<file path="config.mk">
export PLATFORM = sky130hd
export DESIGN_NAME = matrix_operand_loader
export DESIGN_NICKNAME = d
export VERILOG_FILES = /design/src/rtl/matrix_operand_loader_pkg.sv /design/src/rtl/matrix_pack_reg.sv /design/src/rtl/matrix_operand_loader.sv
export SDC_FILE = /design/constraint.sdc
export NUM_CORES = 1
export LEC_CHECK = 0
export BUFFER_PORTS_ARGS = -buffer_cell sky130_fd_sc_hd__buf_4
export CORE_UTILIZATION = 52
export CTS_CLUSTER_DIAMETER = 40
export DETAILED_ROUTE_END_ITERATION = 10
export PLACE_DENSITY = 0.84
export RECOVER_POWER = 25
export SETUP_SLACK_MARGIN = 0.05
export SYNTH_ARGS = -nofsm -noshare
export SYNTH_HDL_FRONTEND = slang
export SYNTH_HIERARCHICAL = 1
export SYNTH_SLANG_ARGS = --single-unit
</file>
<file path="constraint.sdc">
create_clock -name clk -period 2.6 [get_ports clk]
set_input_delay 0.26 -clock clk [delete_from_list [all_inputs] [get_ports clk]]
set_output_delay 0.26 -clock clk [all_outputs]
set_load 0.05 [all_outputs]
</file>
<file path="src/rtl/matrix_operand_loader_pkg.sv">
// Shared constants, size encodings and FSM state type for the matrix operand loader.
// Also provides the size-code to element-count decode used by the loader.
package matrix_operand_loader_pkg;

    localparam int ELEM_W    = 8;
    localparam int MAX_ELEMS = 25;
    localparam int MATRIX_W  = ELEM_W * MAX_ELEMS;

    localparam logic [1:0] SIZE_2X2 = 2'b00;
    localparam logic [1:0] SIZE_3X3 = 2'b01;
    localparam logic [1:0] SIZE_4X4 = 2'b10;
    localparam logic [1:0] SIZE_5X5 = 2'b11;

    typedef enum logic [1:0] {
        IDLE   = 2'd0,
        LOAD_A = 2'd1,
        LOAD_B = 2'd2,
        HOLD   = 2'd3
    } state_t;

    function automatic logic [4:0] size_to_elems(input logic [1:0] size);
        logic [4:0] n;
        n = 5'd4;
        case (size)
            SIZE_2X2: n = 5'd4;
            SIZE_3X3: n = 5'd9;
            SIZE_4X4: n = 5'd16;
            SIZE_5X5: n = 5'd25;
            default:  n = 5'd4;
        endcase
        return n;
    endfunction

endpackage

</file>
<file path="src/rtl/matrix_pack_reg.sv">
// Packed-matrix register: MAX_ELEMS slots of ELEM_W bits with synchronous clear
// and a single-slot write port addressed by a 5-bit index.
module matrix_pack_reg #(
    parameter int ELEM_W    = 8,
    parameter int MAX_ELEMS = 25
) (
    input  logic                          clk,
    input  logic                          reset,
    input  logic                          clear,
    input  logic                          wr_en,
    input  logic [4:0]                    wr_idx,
    input  logic [ELEM_W-1:0]             wr_data,
    output logic [ELEM_W*MAX_ELEMS-1:0]   matrix
);

    // Out-of-range indices match no slot, so the unused tail can never be written.
    always_ff @(posedge clk) begin
        if (reset || clear) begin
            matrix <= '0;
        end else if (wr_en) begin
            for (int k = 0; k < MAX_ELEMS; k++) begin
                if (wr_idx == 5'(k)) begin
                    matrix[k*ELEM_W +: ELEM_W] <= wr_data;
                end
            end
        end
    end

endmodule

</file>
<file path="src/rtl/matrix_operand_loader.sv">
// Streams row-major signed elements into packed operand matrices A then B and
// presents them, with the latched size, to a downstream unit via valid/ready.
module matrix_operand_loader #(
    parameter int ELEM_W    = 8,
    parameter int MAX_ELEMS = 25
) (
    input  logic                          clk,
    input  logic                          reset,
    input  logic                          start,
    input  logic [1:0]                    matrix_size,
    input  logic                          abort,
    input  logic [ELEM_W-1:0]             in_data,
    input  logic                          in_valid,
    output logic                          in_ready,
    output logic [ELEM_W*MAX_ELEMS-1:0]   matrix_A,
    output logic [ELEM_W*MAX_ELEMS-1:0]   matrix_B,
    output logic [1:0]                    size_out,
    output logic                          out_valid,
    input  logic                          out_ready,
    output logic                          busy
);

    import matrix_operand_loader_pkg::*;

    state_t     state;
    state_t     state_next;
    logic [4:0] count;
    logic [1:0] size_reg;
    logic       accept_start;
    logic       beat;
    logic       last_beat;
    logic       clear_bufs;
    logic       wr_a;
    logic       wr_b;

    assign in_ready  = (state == LOAD_A) || (state == LOAD_B);
    assign out_valid = (state == HOLD);
    assign busy      = (state != IDLE);
    assign size_out  = size_reg;

    assign accept_start = start && ((state == IDLE) || ((state == HOLD) && out_ready));
    assign beat         = in_valid && in_ready;
    assign last_beat    = (count == size_to_elems(size_reg) - 5'd1);
    assign clear_bufs   = abort || accept_start;
    assign wr_a         = beat && (state == LOAD_A) && !abort;
    assign wr_b         = beat && (state == LOAD_B) && !abort;

    always_comb begin
        state_next = state;
        if (abort) begin
            state_next = IDLE;
        end else begin
            case (state)
                IDLE:    if (accept_start) state_next = LOAD_A;
                LOAD_A:  if (beat && last_beat) state_next = LOAD_B;
                LOAD_B:  if (beat && last_beat) state_next = HOLD;
                HOLD: begin
                    if (accept_start)   state_next = LOAD_A;
                    else if (out_ready) state_next = IDLE;
                end
                default: state_next = IDLE;
            endcase
        end
    end

    // Size survives abort so the consumer-facing size_out only changes on a new start.
    always_ff @(posedge clk) begin
        if (reset) begin
            state    <= IDLE;
            count    <= 5'd0;
            size_reg <= SIZE_2X2;
        end else begin
            state <= state_next;
            if (abort || accept_start) begin
                count <= 5'd0;
            end else if (beat) begin
                count <= last_beat ? 5'd0 : count + 5'd1;
            end
            if (accept_start && !abort) begin
                size_reg <= matrix_size;
            end
        end
    end

    matrix_pack_reg #(.ELEM_W(ELEM_W), .MAX_ELEMS(MAX_ELEMS)) u_pack_a (
        .clk     (clk),
        .reset   (reset),
        .clear   (clear_bufs),
        .wr_en   (wr_a),
        .wr_idx  (count),
        .wr_data (in_data),
        .matrix  (matrix_A)
    );

    matrix_pack_reg #(.ELEM_W(ELEM_W), .MAX_ELEMS(MAX_ELEMS)) u_pack_b (
        .clk     (clk),
        .reset   (reset),
        .clear   (clear_bufs),
        .wr_en   (wr_b),
        .wr_idx  (count),
        .wr_data (in_data),
        .matrix  (matrix_B)
    );

endmodule

</file>
After elaboration in Yosys (flattened, before gate mapping)
Index checks and enable logic that the tools add are counted.
{"block": "totals", "reg_bits": 409}
{"block": "classes", "n_addsub": 2, "muxes": 8, "n_reduce_logical": 71, "n_eq_ne": 35}
{"op": "AND reduction 2 bit", "count": 50}
{"op": "equality test 5 bit (second input constant)", "count": 9}
{"op": "equality test 5 x 4 -> 1 bit (second input constant)", "count": 8}
{"op": "equality test 5 x 3 -> 1 bit (second input constant)", "count": 4}
{"op": "one-hot mux 5 bit (4 select lines)", "count": 1}
{"op": "equality test 5 x 2 -> 1 bit (second input constant)", "count": 2}
{"op": "2-to-1 mux 2 bit", "count": 5}
{"op": "logical AND 1 bit", "count": 9}
{"op": "equality test 2 bit (second input constant)", "count": 4}
{"op": "one-hot mux 2 bit (4 select lines)", "count": 1}
{"op": "adder 5 x 1 -> 5 bit (second input constant)", "count": 1}
{"op": "equality test 5 x 1 -> 1 bit (second input constant)", "count": 1}
{"op": "equality test 5 bit", "count": 1}
{"op": "logical NOT 5 bit", "count": 1}
{"op": "2-to-1 mux 5 bit", "count": 1}
{"op": "subtractor 5 x 1 -> 5 bit (second input constant)", "count": 1}
{"op": "equality test 2 x 1 -> 1 bit (second input constant)", "count": 2}
{"op": "logical NOT 2 bit", "count": 2}
{"op": "logical OR 1 bit", "count": 4}
{"op": "inequality test 2 x 1 -> 1 bit (second input constant)", "count": 2}
{"op": "AND reduction 4 bit", "count": 1}
{"op": "OR reduction 2 bit", "count": 2}
{"op": "inequality test 3 x 1 -> 1 bit (second input constant)", "count": 1}
{"op": "inequality test 2 bit (second input constant)", "count": 1}
{"op": "other kinds (2)", "count": 2}

Depth between registers and ports, before layout
Gate-level depths: netlist of the first run.
{"block": "depth", "ltp_word": 7, "depth_mapped": 10}

Modules after synthesis
Netlist of the first run, hierarchy kept.
{"module": "matrix_pack_reg", "area_each_um2": 7323.3, "instances": 2, "cells_each": 692}
{"module": "matrix_operand_loader", "area_each_um2": 575.6, "instances": 1, "cells_each": 70}

Worst setup path after synthesis of the first run
No wires, ideal clock.
{"block": "synth_timing", "path_type": "register to register", "start": "register state[0]", "end": "register u_pack_a.matrix[103]", "setup_time_ns": 0.132, "period_less_slack_ns": 2.598, "path_stages_with_launch": 8, "t_required_ns": 2.468, "setup_slack_ns": 0.002, "path_buffers": 0, "t_arrival_ns": 2.465, "path_cell_list": "dfxtp_1 inv_1 ha_1 nand2_1 nor3b_1 nor4b_4 nand3_2 mux2i_1"}
{"block": "synth_between", "elab_chain_cells": 6, "elab_cells_between_ends": 14, "classes_between": "eq/ne: 3; reduce/logical: 11"}
{"element": "start, declared", "line": "matrix_operand_loader.sv:25", "text": "state_t state;"}
{"element": "start signal, assigned", "line": "matrix_operand_loader.sv:73", "text": "state <= state_next;"}
{"element": "equality test 2 x 1 -> 1 bit / equality test 2 bit (equally long branches)", "line": "matrix_operand_loader.sv:36", "text": "assign in_ready = (state == LOAD_A) || (state == LOAD_B);"}
{"element": "logical OR 1 bit (*)", "line": "matrix_operand_loader.sv:36"}
{"element": "named net in_ready", "line": "matrix_operand_loader.sv:14", "text": "output logic in_ready,"}
{"element": "logical AND 1 bit (*)", "line": "matrix_operand_loader.sv:42", "text": "assign beat = in_valid && in_ready;"}
{"element": "logical AND 1 bit (*) (2 in a row)", "line": "matrix_operand_loader.sv:45", "text": "assign wr_a = beat && (state == LOAD_A) && !abort;"}
{"element": "named net wr_a", "line": "matrix_operand_loader.sv:33", "text": "logic wr_a;"}
{"element": "AND reduction 2 bit (no line) (*)"}
{"element": "end signal, assigned by index", "line": "matrix_pack_reg.sv:23", "text": "matrix[k*ELEM_W +: ELEM_W] <= wr_data;"}
{"element": "end, declared", "line": "matrix_pack_reg.sv:13", "text": "output logic [ELEM_W*MAX_ELEMS-1:0] matrix"}
Mark *: on every way through the listed nets, which the timed path passes. The rest lies on a longest branch.
A chain may end at the register's enable or synchronous reset.

Worst setup path in the final report of the first run
{"block": "layout_timing", "start": "register state[0]", "end": "register u_pack_a.matrix[123]"}
{"block": "layout_between", "elab_chain_cells": 6, "elab_cells_between_ends": 14, "classes_between": "eq/ne: 3; reduce/logical: 11"}
{"element": "equality test 2 x 1 -> 1 bit / equality test 2 bit (equally long branches)", "line": "matrix_operand_loader.sv:36, matrix_operand_loader.sv:45"}
{"element": "logical OR 1 bit", "line": "matrix_operand_loader.sv:36"}
{"element": "logical AND 1 bit", "line": "matrix_operand_loader.sv:42"}
{"element": "logical AND 1 bit (*) (2 in a row)", "line": "matrix_operand_loader.sv:45"}
{"element": "named net wr_a", "line": "matrix_operand_loader.sv:33"}
{"element": "AND reduction 2 bit (no line) (*)"}
Marked as above.

==> results of run 1 <==
synth_stat cells (2+ instances only):
| master | number |
|---|---|
| nand2_1 | 432 |
| dfxtp_1 | 409 |
| mux2i_1 | 401 |
| buf_2 | 51 |
| clkbuf_1 | 34 |
| nand2_2 | 34 |
| nor2_1 | 8 |
| nand3_2 | 7 |
| and4b_1 | 6 |
| buf_4 | 6 |
| ha_1 | 6 |
| and4bb_2 | 4 |
| buf_6 | 4 |
| nand4_2 | 4 |
| nor2b_1 | 4 |
| xor2_1 | 4 |
| a21oi_1 | 3 |
| inv_1 | 3 |
| and2_1 | 2 |
| and3_1 | 2 |
| and4bb_1 | 2 |
| nand3_1 | 2 |
| nand4_1 | 2 |
| nor2_2 | 2 |
| nor2_4 | 2 |
| nor4b_4 | 2 |
| o21ai_0 | 2 |
| o22ai_1 | 2 |
per-stage QoR:
| step | utilization | std cells | hold WS, ns | power, uW | instance area (um^2) |
|---|---|---|---|---|---|
| after floorplan | - | 1454 | 0.329 | 6610 | 15200 |
| after detailed placement | 0.651 | 2199 | 0.453 | 6740 | 18700 |
| after global placement | 0.651 | 2199 | 0.445 | 6730 | 18700 |
| after CTS | 0.711 | 2287 | 0.0524 | 13800 | 20500 |
| final | 0.686 | 2289 | 0.0707 | 13700 | 19700 |
| after global routing | 0.686 | 2289 | 0.0790 | 14100 | 19700 |
power by group:
part / switching [uW] / total (uW) / internal [uW]
combinational: 246 / 334 / 88.4
sequential: 6.64 / 6280 / 6270
clock: 2640 / 7130 / 4490
total: 2890 / 13700 / 10900
path summary, 6_finish.rpt:
| kind | endpoint | depth (start not counted) | startpoint | slack (ns) |
|---|---|---|---|---|
| setup / recovery | u_pack_a/matrix[123] | 8 | state[0] | 0.21 |
| hold reg to reg | u_pack_a/matrix[191] | 2 | u_pack_a/matrix[191] | 0.46 |
| setup reg to reg | u_pack_a/matrix[123] | 8 | state[0] | 0.21 |
| hold / removal | count[1] | 4 | in_valid | 0.07 |
layout make-up:
type	instances	area (um^2)	share of cell area
inverters	3	11.3	0.000570
clock buffers	61	1310	0.0664
clock inverters	24	404	0.0205
flip-flops and latches	409	8190	0.415
repair buffers	461	2780	0.141
multi-input cells	947	6570	0.333
well taps	384	480	0.0243
cell families after synthesis:
group | Yosys count
buffers and inverters | 98
xor gates and xnor gates | 5
muxes | 401
and+or+nand+nor | 524
DFF | 409
AOI/OAI and AO/OA | 11
adders and majority gates | 6
routing by layer:
metal / global-route usage / up-vias / wire, um
met5: 0 / - / 0
met2: 0.511 / 472 / 22200
met3: 0.0811 / 90 / 3570
li1: - / 5668 / -
met4: 0.0970 / 0 / 1250
met1: 0.333 / 5887 / 18000
registers in the layout, indices dropped and copies added, names as in the netlist:
register	flops
count	5
u_pack_b/matrix	200
size_out	2
state	2
u_pack_a/matrix	200
cell usage in the layout, fill, tap and decap left out, types with 5 or more instances in the layout:
cell / instances
nand2_1: 432
dfxtp_1: 409
mux2i_1: 401
buf_4: 249
clkbuf_1: 211
clkbuf_16: 49
nand2_2: 34
bufinv_16: 9
nor2_1: 8
nand3_2: 6
and4b_1: 6
buf_12: 6
ha_1: 5
clkinv_4: 5
worst max-delay path, stage by stage (launching register included):
cell and delay [ns]:
dfxtp_1 0.44, inv_1 0.13, ha_2 0.36, nand2_1 0.07, nor3b_1 0.21, buf_4 0.18, and4b_1 0.33, nand3_2 0.31
mux2i_1 0.28
what timing repair did:
item,4_1_cts,5_1_grt
endpoints found under the setup margin,0,35
buffers inserted,0,2
resized for setup,0,1
hold buffers,3,0
endpoints found under the hold margin,2,0
==> results.sh, run 1 <==
export IMPL_outcome="completed"
export IMPL_wire_per_inst_um=19.6
export IMPL_synth_seq_cells=409
export IMPL_crit_required_ns=3.05
export IMPL_area_growth_pct=29.7
export IMPL_synth_area_leaders="dfxtp_1 (54%), mux2i_1 (26%), nand2_1 (11%), buf_2 (1.7%), nand2_2 (1.4%)"
export IMPL_ys_seq_area_frac=0.538
export IMPL_synthAdderAreaFrac=0.00493
export IMPL_viasPerCell=5.29
export IMPL_nFillCells=2265
export IMPL_yosysWarningCount=6
export IMPL_synth_compound_gate_area_share=0.00460
export IMPL_end_kind="flip-flop"
export IMPL_coreArea_um2=28800
export IMPL_ir_drop_mv=0.472
export IMPL_slew_viol_final=0
export IMPL_syn_num_nets=1476
export IMPL_diodes=0
export IMPL_cts_buffers=47
export IMPL_synth_edf_count=0
export IMPL_grt_use_total=0.288
export IMPL_die_x_um=173
export IMPL_critPathArrivalTime_ns=2.85
export IMPL_synth_top_area_cell="dfxtp_1"
export IMPL_setup_slack_ns=0.206
export IMPL_synth_area_mux_share=0.264
export IMPL_grt_pass1_vias=12300
export IMPL_initial_core_util=0.529
export IMPL_synthSimpleGateAreaFrac=0.154
export IMPL_clock_sinks=409
export IMPL_io_buffers=420
export IMPL_place_congestion=0.790
export IMPL_hold_viol=0
export IMPL_synth_cells=1454
export IMPL_timing_final_crit_period_ns=2.39
export IMPL_fin_crit_sh=0.921
export IMPL_place_ws_ns=0.147
export IMPL_path_class="flip-flop to flip-flop"
export IMPL_clk_latency_ns=0.54
export IMPL_p_per_area_nw_per_um2=696
export IMPL_yosysTopAreaCellShare=0.538
export IMPL_maxSlewHeadroom=0.496
export IMPL_p_leak_uw=0.0101
export IMPL_cp_start_kind="flip-flop"
export IMPL_synthFlopType="dfxtp_1"
export IMPL_fmax_ghz=0.418
export IMPL_worstMarginPinSlew_ns=0.754
export IMPL_grt_antenna_before_repair=0
export IMPL_synth_xor_area_share=0.00288
export IMPL_drt_pass1_iterations=5
export IMPL_synth_top_family_by_area="multiplexers"
export IMPL_layout_drive_gt1_share=0.204
export IMPL_num_rows=62
export IMPL_htree_levels=2
export IMPL_skew_ns=0.0164
export IMPL_hpwlAfterDp_mm=30.4
export IMPL_crit_fanout=8
export IMPL_cts_tree="built"
export IMPL_clock_root_buffer="clkbuf_16"
export IMPL_grt_overflow=0
export IMPL_cts_clk_slew_worst_paths_ns=0.06
export IMPL_fin_tns_setup_ns=0
export IMPL_syn_avg_cell_area_um2=10.5
export IMPL_maxCapViolCount=0
export IMPL_rsz0062_at_grt="false"
export IMPL_die_h_um=173
export IMPL_cts_max_path_buffers=3
export IMPL_drt_iter0_drc=692
export IMPL_grt_pass1_wl_mm=68.5
export IMPL_layout_nets=1891
export IMPL_drt_wl_total_mm=45.0
export IMPL_hold_class="input port to flip-flop"
export IMPL_vias=12100
export IMPL_ios=421
export IMPL_grt_max_degree=66
export IMPL_drcViolationCount=0
export IMPL_die_area_um2=30000
export IMPL_ys_types=42
export IMPL_setup_viol=0
export IMPL_postSynth_asyncResetShare=0
export IMPL_synth_cell_area_um2=15200
export IMPL_postRouteAntennaNets=0
No activity file was read; power rests on OpenSTA's default activity.
==> inputs of run 2 (changes only) <==
- CORE_UTILIZATION: 52 -> 47
- PLACE_DENSITY: 0.84 -> 0.81
- clock period: 2.6 -> 2.1 ns (I/O delays scaled with it)
==> run 2 against run 1 <==
Hold slack worse by 0.018 ns; sequential power is 24% higher; wire length is 4.9% higher; utilization is 4.1 points lower; power is 25% higher; die area is 11% higher; clock power is 24% higher; global-route usage is 2.5 points lower; fmax is 17% higher; highest routed layer unchanged.
==> results.sh, run 2 (synthesis results as in run 1) <==
export IMPL_outcome="completed"
export IMPL_cp_start_kind="flip-flop"
export IMPL_fmax_ghz=0.491
export IMPL_clock_root_buffer="clkbuf_16"
export IMPL_worstMarginPinSlew_ns=0.716
export IMPL_wire_per_inst_um=20.2
export IMPL_setup_slack_ns=0.0618
export IMPL_maxSlewHeadroom=0.525
export IMPL_rsz0062_at_grt="true"
export IMPL_mostFrequentLayoutCells="nand2_1 (429), dfxtp_1 (406), mux2i_1 (401)"
export IMPL_coreArea_um2=31700
export IMPL_place_congestion=0.822
export IMPL_die_h_um=182
export IMPL_ir_drop_mv=0.511
export IMPL_cts_clk_slew_worst_paths_ns=0.06
export IMPL_grt_pass1_vias=12000
export IMPL_end_kind="flip-flop"
export IMPL_post_place_cells=2233
export IMPL_clk_latency_ns=0.56
export IMPL_p_per_area_nw_per_um2=837
export IMPL_cts_buffers=49
export IMPL_viasPerCell=5.27
export IMPL_maxCapViolCount=0
export IMPL_path_class="flip-flop to flip-flop"
export IMPL_min_from="abort"
export IMPL_final_common_cell="nand2_1"
export IMPL_fin_crit_sh=0.971
export IMPL_critPathArrivalTime_ns=2.45
export IMPL_htree_levels=2
export IMPL_p_leak_uw=0.0105
export IMPL_drt_wl_total_mm=47.2
export IMPL_drt_pass1_iterations=5
export IMPL_ios=421
export IMPL_grt_pass1_wl_mm=68.3
export IMPL_grt_max_degree=84
export IMPL_crit_fanout=8
export IMPL_grt_use_total=0.263
export IMPL_drcViolationCount=0
export IMPL_fin_cells=2341
export IMPL_crit_start="state[1]"
export IMPL_area_growth_pct=34.5
export IMPL_hold_viol=0
export IMPL_num_rows=65
export IMPL_slew_viol_final=0
export IMPL_cts_max_path_buffers=3
export IMPL_layout_nets=1920
export IMPL_crit_required_ns=2.51
export IMPL_diodes=0
export IMPL_postRouteAntennaNets=0
export IMPL_vias=12300
export IMPL_grt_antenna_before_repair=0
export IMPL_hpwlAfterDp_mm=30.5
export IMPL_grt_overflow=0
export IMPL_r2r_start="state[1]"
export IMPL_die_x_um=182
export IMPL_drt_iter0_drc=648
export IMPL_initial_core_util=0.480
export IMPL_cts_tree="built"
export IMPL_timing_final_crit_period_ns=2.04
export IMPL_io_buffers=420
export IMPL_place_ws_ns=-0.152
export IMPL_setup_viol=0
export IMPL_die_area_um2=33100
export IMPL_hold_class="input port to flip-flop"
export IMPL_clock_sinks=409
export IMPL_skew_ns=0.0308
export IMPL_layout_drive_gt1_share=0.230
export IMPL_reg_top3="u_pack_a/matrix (200), u_pack_b/matrix (200), count (5)"
## run 2: cell count changes in the layout (fill, tap and decap cells not counted), sizes merged
| cell | previous run | this run |
|---|---|---|
| buf | 255 | 277 |
| clkbuf | 264 | 269 |
| bufinv | 9 | 4 |
| clkinvlp | 4 | 7 |
| dlygate4sd3 | 3 | 4 |
| clkinv | 8 | 9 |
| inv | 6 | 13 |
## run 2: stage by stage
step,total power [uW],setup TNS [ns],util,hold WS (ns),instance area [um^2]
after floorplan,8200,0,-,0.279,15300
after global placement,8380,-1.38,0.600,0.445,19000
after detailed placement,8380,-3.54,0.600,0.452,19000
after CTS,17200,0,0.658,0.0217,20900
after global routing,17600,-0.305,0.645,0.0911,20500
final,17100,0,0.645,0.0525,20500
## run 2: worst max-delay path: stages, from the launching register on
cell     delay [ns]
dfxtp_4        0.37
inv_4          0.05
ha_4           0.28
nand2_4        0.05
nor3b_4        0.33
nor4b_4        0.31
buf_4          0.19
nand3_4        0.16
mux2i_1        0.16
## run 2: worst paths after layout
kind                                             end  slack (ns)  cells past startpoint
worst max-delay path            u_pack_a/matrix[103]        0.06                      8
worst min-delay path                     size_out[1]        0.05                      4
worst max register to register  u_pack_a/matrix[103]        0.06                      8
worst min register to register   u_pack_a/matrix[71]        0.46                      2
## run 2: final cells by class
cell class	count	area (um^2)
Inverter	3	13.8
Clock inverter	30	347
Clock buffer	62	1410
Multi-Input combinational cell	947	6730
Sequential cell	409	8190
Tap cell	402	503
Fill cell	2613	11200
Timing Repair Buffer	488	3280
## run 2: power breakdown
group	leakage (uW)	switching (uW)	internal [uW]
registers	0.00329	4.95	7760
clock network	0.000845	3510	5340
logic	0.00639	345	175
total	0.0105	3860	13300
## run 2: per-layer routing
layer,track usage,routed length (um),vias up
met1,0.325,19700,6016
met3,0.0405,2450,124
met4,0.128,2130,0
met5,0,0,-
li1,-,-,5764
met2,0.449,22900,442
## run 2: repair_timing
item,4_1_cts,5_1_grt
hold buffers,4,0
gates resized for setup,4,36
setup buffers,2,4
endpoints found under the setup margin,52,352
cloned,0,6
pin swaps,0,4
hold endpoints to repair,3,0
==> inputs of run 3 (changes only) <==
- ABC_CLOCK_PERIOD_IN_PS: default -> 2100
- CELL_PAD_IN_SITES_DETAIL_PLACEMENT: default -> 1
- CELL_PAD_IN_SITES_GLOBAL_PLACEMENT: default -> 1
- CORE_UTILIZATION: 47 -> 36
==> run 3 against run 2 <==
Final cell count rose by 7.3%; combinational power rose by 35%; critical path depth is 3 higher; register-to-register slack worse by 0.06 ns; power up 7.5%; first-iteration DRC count fell by 16%; sequential share of layout area is 2.1 points lower; wire length grew 27%; critical path type unchanged.
==> results.sh, run 3 (synthesis results as in run 1) <==
export IMPL_setup_slack_ns=0.00513
export IMPL_grt_use_total=0.245
export IMPL_cts_clk_slew_worst_paths_ns=0.06
export IMPL_design_area_um2=21600
export IMPL_hold_viol=0
export IMPL_holdPathEnd="u_pack_a/matrix[166]"
export IMPL_hpwlAfterDp_mm=36.4
export IMPL_met1_usage=0.284
export IMPL_die_h_um=208
export IMPL_worstMarginPinSlew_ns=0.742
export IMPL_pwr_share_seq=0.422
export IMPL_grt_use_met2=0.426
export IMPL_post_place_cells=2363
export IMPL_grt_overflow=0
export IMPL_cts_max_path_buffers=3
export IMPL_outcome="completed"
export IMPL_power_uw=18400
export IMPL_vias=12900
export IMPL_grt_use_met3=0.0405
export IMPL_pwr_share_clk=0.540
export IMPL_path_class="flip-flop to flip-flop"
export IMPL_mostFrequentLayoutCells="nand2_1 (423), dfxtp_1 (406), mux2i_1 (395)"
export IMPL_grt_busiest_layer="met2"
export IMPL_cp_num_buf_inv=4
export IMPL_layout_drive_gt1_share=0.248
export IMPL_drcViolationCount=0
export IMPL_reg_top3="u_pack_a/matrix (200), u_pack_b/matrix (200), count (5)"
export IMPL_rr_worst_depth=11
export IMPL_crit_fanout=13
export IMPL_fin_crit_sh=0.998
export IMPL_final_common_cell="nand2_1"
export IMPL_grt_pass1_wl_mm=82.0
export IMPL_grt_pass1_vias=13600
export IMPL_ios=421
export IMPL_swShare=0.235
export IMPL_crit_required_ns=2.61
export IMPL_end_kind="flip-flop"
export IMPL_crit_slowest_cell="dfxtp_4"
export IMPL_area_growth_pct=42.1
export IMPL_wire_per_inst_um=23.8
export IMPL_diodes=0
export IMPL_fin_util=0.524
export IMPL_r2r_slack_ns=0.005
export IMPL_clock_root_buffer="clkbuf_16"
export IMPL_slew_viol_final=0
export IMPL_die_area_um2=43100
export IMPL_nFillCells=4548
export IMPL_postRouteAntennaNets=0
export IMPL_crit_path_cell_trace="buf_4, ha_4, a21o_1, nand2_2, nand2b_4, nor2_4, buf_6, buf_12, nand2_4, buf_12, mux2i_2"
export IMPL_grt_antenna_before_repair=0
export IMPL_clk_latency_ns=0.60
export IMPL_ir_drop_mv=0.546
export IMPL_cts_buffers=59
export IMPL_viasPerCell=5.13
export IMPL_timing_final_crit_period_ns=2.09
export IMPL_fin_cells=2513
export IMPL_path_delay_family="buffers and inverters"
export IMPL_maxSlewHeadroom=0.508
export IMPL_setup_viol=0
export IMPL_drt_pass1_iterations=5
export IMPL_r2r_start="state[1]"
export IMPL_fmax_ghz=0.477
export IMPL_cts_tree="built"
export IMPL_switchingPower_uw=4340
export IMPL_io_buffers=420
export IMPL_grt_max_degree=52
export IMPL_p_per_area_nw_per_um2=852
export IMPL_min_path_cells=4
export IMPL_pwr_share_comb=0.038
export IMPL_layout_nets=1955
export IMPL_r2r_end="u_pack_a/matrix[0]"
export IMPL_cp_common_cell="buf_12"
export IMPL_clock_sinks=409
export IMPL_intPower_uw=14100
export IMPL_min_from="in_data[6]"
export IMPL_maxCapViolCount=0
export IMPL_coreArea_um2=41300
export IMPL_initial_core_util=0.369
export IMPL_skew_ns=0.0175
export IMPL_rsz0062_at_grt="true"
export IMPL_drt_wl_total_mm=59.9
export IMPL_slowest_delay_ns=0.36
export IMPL_cp_start_kind="flip-flop"
export IMPL_die_x_um=208
export IMPL_drt_iter0_drc=546
export IMPL_placed_cell_area_um2=19300
export IMPL_critPathArrivalTime_ns=2.61
export IMPL_hold_class="input port to flip-flop"
export IMPL_place_ws_ns=-0.104
export IMPL_place_congestion=0.783
export IMPL_p_leak_uw=0.0109
export IMPL_htree_levels=2
export IMPL_num_rows=74
-- run 3: stage by stage --
stage	hold slack, ns	setup TNS, ns
3_5_place_dp	0.453	-1.97
3_3_place_gp	0.443	-0.155
4_1_cts	0.0916	0
6_report	0.127	0
5_1_grt	0.109	-0.355
2_1_floorplan	0.279	0
-- run 3: final cells by class --
cell class | instances | area (um^2) | area share
clock buffer | 71 | 1570 | 0.0727
tap | 532 | 666 | 0.0308
clock inverter | 38 | 432 | 0.0200
multi-input combinational | 947 | 6830 | 0.316
timing repair buffer | 513 | 3920 | 0.181
sequential | 409 | 8190 | 0.379
inverter | 3 | 13.8 | 0.000636
-- run 3: tightest hold or removal path, delay by kind of cell --
kind,cells,cell delay (ns)
buf+inv,2,0.27
mux,1,0.12
simple gates,1,0.08
-- run 3: what timing repair did --
item | in CTS | in global routing
setup endpoints to repair | 177 | 356
endpoints found under the hold margin | 4 | 0
gates resized for setup | 12 | 55
setup buffers | 4 | 9
pin swaps | 2 | 4
hold buffers | 5 | 0
cloned | 2 | 21
-- run 3: worst max path at each step --
stage / start / endpoint / slack, ns / depth (start not counted)
floorplan: size_out[0] / state[0] / 0.05 / 5
global placement: state[1] / u_pack_a/matrix[127] / -0.03 / 7
detailed placement: state[1] / u_pack_a/matrix[127] / -0.10 / 7
CTS: state[0] / u_pack_a/matrix[122] / 0.009 / 10
global route: state[1] / u_pack_a/matrix[110] / -0.05 / 12
finish: state[1] / u_pack_a/matrix[0] / 0.005 / 11
-- run 3: power groups by stage --
stage	Combinational (uW)	Clock [uW]	Sequential [uW]
6_report	701	9960	7770
5_1_grt	724	10500	7770
4_1_cts	523	10200	7770
3_5_place_dp	484	0	7940
3_3_place_gp	474	0	7940
2_1_floorplan	248	0	7950
-- run 3: per-layer routing --
layer  wire [um]  part of all wire  up-vias
li1            -                 -     5828
met1       24900              0.42     6490
met2       29100              0.49      402
met3        2660             0.044      170
met4        3250             0.054        0
met5           0                 0        -
